==> src/rtl/sn74194_if.sv <==
// Pin bundle of the SN74194 apart from clock and clear: power, mode select,
// serial and parallel data in, and the four registered outputs.
interface sn74194_if;
  logic P16;  // VCC
  logic P8;   // GND
  logic P9;   // S0
  logic P10;  // S1
  logic P2;   // SR
  logic P7;   // SL
  logic P3;   // A
  logic P4;   // B
  logic P5;   // C
  logic P6;   // D
  logic P15;  // QA
  logic P14;  // QB
  logic P13;  // QC
  logic P12;  // QD

  modport master (
    output P16, P8, P9, P10, P2, P7, P3, P4, P5, P6,
    input  P15, P14, P13, P12
  );

  modport slave (
    input  P16, P8, P9, P10, P2, P7, P3, P4, P5, P6,
    output P15, P14, P13, P12
  );
endinterface

==> src/rtl/sn74194.sv <==
// SN74194 4-bit bidirectional universal shift register with asynchronous
// active-low clear; all behaviour is gated by the power pins.
module sn74194 (
  input  logic      P11,   // CLK
  input  logic      P1,    // CLR_n
  sn74194_if.slave  pins
);

  logic       powered;
  logic       clr_eff_n;
  logic       armed_reg;
  logic [3:0] q_reg;       // {QA, QB, QC, QD}
  logic [1:0] mode;
  logic [3:0] par_data;

  assign powered   = pins.P16 & ~pins.P8;
  // Clear only acts while powered; power arriving with P1 low also clears.
  assign clr_eff_n = ~(powered & ~P1);

  assign mode     = {pins.P10, pins.P9};
  assign par_data = {pins.P3, pins.P4, pins.P5, pins.P6};

  // A rising edge only counts if clear was already released at the
  // preceding falling edge, so a release coinciding with the edge is ignored.
  always_ff @(negedge P11 or negedge clr_eff_n) begin
    if (!clr_eff_n) begin
      armed_reg <= 1'b0;
    end else begin
      armed_reg <= 1'b1;
    end
  end

  always_ff @(posedge P11 or negedge clr_eff_n) begin
    if (!clr_eff_n) begin
      q_reg <= 4'b0000;
    end else if (powered && armed_reg) begin
      case (mode)
        2'b00:   q_reg <= q_reg;
        2'b01:   q_reg <= {pins.P2, q_reg[3:1]};
        2'b10:   q_reg <= {q_reg[2:0], pins.P7};
        2'b11:   q_reg <= par_data;
        default: q_reg <= 4'bxxxx;  // unknown select corrupts the whole register
      endcase
    end
  end

  assign pins.P15 = q_reg[3];
  assign pins.P14 = q_reg[2];
  assign pins.P13 = q_reg[1];
  assign pins.P12 = q_reg[0];

endmodule

==> src/flat_wrapper.sv <==
// flat-port wrapper written by rule: the top's interface ports become plain ports
module sn74194_flat 
  (P11, P1, pins_P16, pins_P8, pins_P9, pins_P10, pins_P2, pins_P7, pins_P3, pins_P4, pins_P5, pins_P6, pins_P15, pins_P14, pins_P13, pins_P12);
  sn74194_if pins_i ();
  input  logic P11;
  input  logic P1;
  input wire logic [$bits(pins_i.P16)-1:0] pins_P16;
  input wire logic [$bits(pins_i.P8)-1:0] pins_P8;
  input wire logic [$bits(pins_i.P9)-1:0] pins_P9;
  input wire logic [$bits(pins_i.P10)-1:0] pins_P10;
  input wire logic [$bits(pins_i.P2)-1:0] pins_P2;
  input wire logic [$bits(pins_i.P7)-1:0] pins_P7;
  input wire logic [$bits(pins_i.P3)-1:0] pins_P3;
  input wire logic [$bits(pins_i.P4)-1:0] pins_P4;
  input wire logic [$bits(pins_i.P5)-1:0] pins_P5;
  input wire logic [$bits(pins_i.P6)-1:0] pins_P6;
  output wire logic [$bits(pins_i.P15)-1:0] pins_P15;
  output wire logic [$bits(pins_i.P14)-1:0] pins_P14;
  output wire logic [$bits(pins_i.P13)-1:0] pins_P13;
  output wire logic [$bits(pins_i.P12)-1:0] pins_P12;
  assign pins_i.P16 = pins_P16;
  assign pins_i.P8 = pins_P8;
  assign pins_i.P9 = pins_P9;
  assign pins_i.P10 = pins_P10;
  assign pins_i.P2 = pins_P2;
  assign pins_i.P7 = pins_P7;
  assign pins_i.P3 = pins_P3;
  assign pins_i.P4 = pins_P4;
  assign pins_i.P5 = pins_P5;
  assign pins_i.P6 = pins_P6;
  assign pins_P15 = pins_i.P15;
  assign pins_P14 = pins_i.P14;
  assign pins_P13 = pins_i.P13;
  assign pins_P12 = pins_i.P12;
  sn74194 u_core (.P11(P11), .P1(P1), .pins(pins_i));
endmodule
==> config.mk <==
export PLATFORM = sky130hd
export DESIGN_NAME = sn74194_flat
export DESIGN_NICKNAME = d
export VERILOG_FILES = /design/src/rtl/sn74194_if.sv /design/src/rtl/sn74194.sv /design/src/flat_wrapper.sv
export SDC_FILE = /design/constraint.sdc
export NUM_CORES = 1
export LEC_CHECK = 0
export CAP_MARGIN = 20
export CORE_AREA = 2 2 39 41
export CTS_BUF_LIST = sky130_fd_sc_hd__clkbuf_8
export DETAILED_ROUTE_END_ITERATION = 6
export DIE_AREA = 0 0 41 43
export GPL_TIMING_DRIVEN = 0
export PLACE_DENSITY_LB_ADDON = 0.1
export SLEW_MARGIN = 15
export SYNTH_ARGS = -nofsm -noshare
export SYNTH_HDL_FRONTEND = slang
export SYNTH_SLANG_ARGS = --single-unit
==> constraint.sdc <==
create_clock -name P11 -period 1.53 [get_ports P11]
set_input_delay 0.2295 -clock P11 [delete_from_list [all_inputs] [get_ports P11]]
set_output_delay 0.2295 -clock P11 [all_outputs]
set_load 0.02 [all_outputs]
==> impl_metrics.py <==
metrics = {
    "clock_network": {
        "cts_htree_levels": 1,
        "cts_tree": "yes",
        "clockBufferDepth": 2,
        "clkLatencyLatePin_ns": 0.24,
        "clk_pin_slew_ns": 0.04,
        "root_buffer": "clkbuf_8",
        "cts_hold_buffers": 0,
        "cts_made_buffers": 3,
        "numClockSinks": 5,
        "post_cts_buffers": 0,
    },
    "timing": {
        "hold_violations": 0,
        "rsz0062_at_grt": "yes",
        "setup_viol": 4,
        "setup_slack_ns": -0.150,
        "slew_violations": 0,
        "finClkSkew_ns": 0.0238,
        "whs_ns": 0.313,
    },
    "floorplan": {
        "core-area_sq_um": 1380,
        "rows": 14,
        "die_h_um": 43,
        "io-pin-count": 16,
        "dieWidth_um": 41,
        "die-area_sq_um": 1760,
        "initial_core_util": 0.220,
    },
    "synthesis": {
        "synth_top_area_share": 0.329,
        "synth_area_sq_um": 304,
        "synthCells": 24,
        "synth-seq-area-share": 0.412,
        "synth_area_leaders": "dfrtp_1 (33%), mux2i_1 (13%), a2bb2oi_1 (12%)",
        "syn_avg_cell_area_sq_um": 12.7,
        "synth-seq-cells": 5,
        "synth_cell_types": 12,
        "synth_nets": 36,
        "yosys_warnings": 0,
        "yosysTopAreaCell": "dfrtp_1",
    },
    "detailed_routing": {
        "vias": 259,
        "drt_first_pass_iters": 1,
        "via_per_inst": 4.47,
        "wl_per_cell_um": 12.3,
        "ant_nets": 0,
        "drcViolationCount": 0,
        "routed_wirelength_um": 716,
        "drtIter0Drc": 0,
    },
    "pwr": {
        "p_clk_frac": 0.383,
        "vdd_drop_max_v": 0.000468,
        "switching_share": 0.261,
        "pwr-share-comb": 0.311,
        "power.total_mw": 0.607,
        "pwr-share-seq": 0.306,
        "power_switching_mw": 0.158,
        "powerDensity_nw_per_um2": 1170,
        "internal-power_mw": 0.448,
        "leakage_nw": 0.217,
    },
    "global_route": {
        "grt_pass1_wl_mm": 1.10,
        "antenna_found_initial": 0,
        "grt_usage": 0.0981,
        "grt_max_degree": 7,
        "overflow": 0,
        "first_global_vias": 258,
    },
    "placement": {
        "place_hpwl_um": 586,
        "gp_congestion": 0.591,
        "port-buffer-count": 14,
    },
    "worst_setup_path": {
        "end_kind": "flip-flop",
        "worst-path-max-fanout": 5,
        "cp.required_ns": 1.69,
        "path_class": "reg2reg",
        "crit_arrival_ns": 1.84,
        "cp-start-kind": "flip-flop",
    },
    "finish": {
        "antenna_cells": 0,
        "regArea_sq_um": 125,
        "fin_util": 0.373,
        "largest_reg_flops": 4,
        "multi_input_area_sq_um": 175,
        "num-fill-cells": 147,
        "post_route_cells_drive_above_1_share": 0.262,
        "final_cell_mix": "clkdlybuf4s50_1 (14), mux2i_1 (4), a2bb2oi_1 (4), dfrtp_1 (4)",
        "area_delta_synth_final_pct": 70.0,
        "layout_commonest_cell": "clkdlybuf4s50_1",
        "nNetsFinal": 55,
    },
    "job": {
        "cap_violations": 0,
    },
    "hold_path": {
        "hold_class": "in2async",
    },
    "outcome": {
        "violations": "negative setup slack",
        "outcome": "complete, but fails checks",
    },
}
[routing by layer]
layer,vias to the layer above,share of wire,GRT usage
li1,127,-,-
met1,121,0.41,0.102
met2,9,0.52,0.150
met3,2,0.056,0.0314
met4,0,0.011,0.0800
met5,-,0,0
[power by group through the flow]
| stage | sequential, mW | combinational, mW | clock, mW |
|---|---|---|---|
| after detailed placement | 0.187 | 0.191 | 0 |
| final | 0.186 | 0.189 | 0.232 |
| after floorplan | 0.212 | 0.0726 | 0 |
| after global placement | 0.185 | 0.189 | 0 |
| after CTS | 0.186 | 0.192 | 0.241 |
| after global routing | 0.189 | 0.202 | 0.250 |
[kinds of logic after synthesis]
family                 Yosys count  share of synthesized area
AND/OR/NAND/NOR                  5                      0.165
AO/OA/AOI/OAI                    8                      0.243
other                            1                     0.0123
buffers and inverters            1                     0.0370
flip-flops                       5                      0.412
multiplexers                     4                      0.132
[layout make-up]
class,count,share of cell area
clock buffers,3,0.0799
plain buffers,1,0.0218
clock inverters,1,0.00726
flip-flops and latches,5,0.242
well taps,16,0.0387
multi-input cells,18,0.339
repair buffers,14,0.271
[worst max-delay path: stages (launching register included)]
cell and delay (ns):
dfrtn_1 0.43, nand3b_4 0.12, nor2_4 0.13, o22a_2 0.15
[path summary, 6_finish.rpt]
kind	endpoint	startpoint	cells past startpoint	slack (ns)
min in group P11	u_core.q_reg[2]	pins_P9	4	0.50
max in group asynchronous	u_core.armed_reg	pins_P16	2	0.30
max reg2reg	u_core.q_reg[1]	u_core.armed_reg	3	-0.15
max	u_core.q_reg[1]	u_core.armed_reg	3	-0.15
min	u_core.q_reg[0]	P1	2	0.31
min reg2reg	u_core.q_reg[0]	u_core.q_reg[0]	1	0.54
[synth_stat cells]
cell / n
a2bb2oi_1: 4
nor2_1: 2
conb_1: 1
o22a_1: 1
buf_6: 1
o22a_2: 3
or3b_2: 1
dfrtn_1: 1
nand3b_4: 1
mux2i_1: 4
dfrtp_1: 4
nand2b_4: 1
[stage by stage]
stage               TNS [ns]  instance area [sq um]  setup WS [ns]  instances
finish                -0.578                    517         -0.150         58
global route          -0.791                    517         -0.206         58
CTS                   -0.583                    517         -0.153         58
detailed placement    -0.479                    472         -0.123         54
global placement      -0.395                    472         -0.103         54
floorplan             -0.221                    312        -0.0650         24
[what timing repair did]
action | 4_1_cts | 5_1_grt
gates resized for setup | 0 | 0
endpoints found under the setup margin | 4 | 4
pin swaps | 1 | 0
No activity file was read; power rests on OpenSTA's default activity.
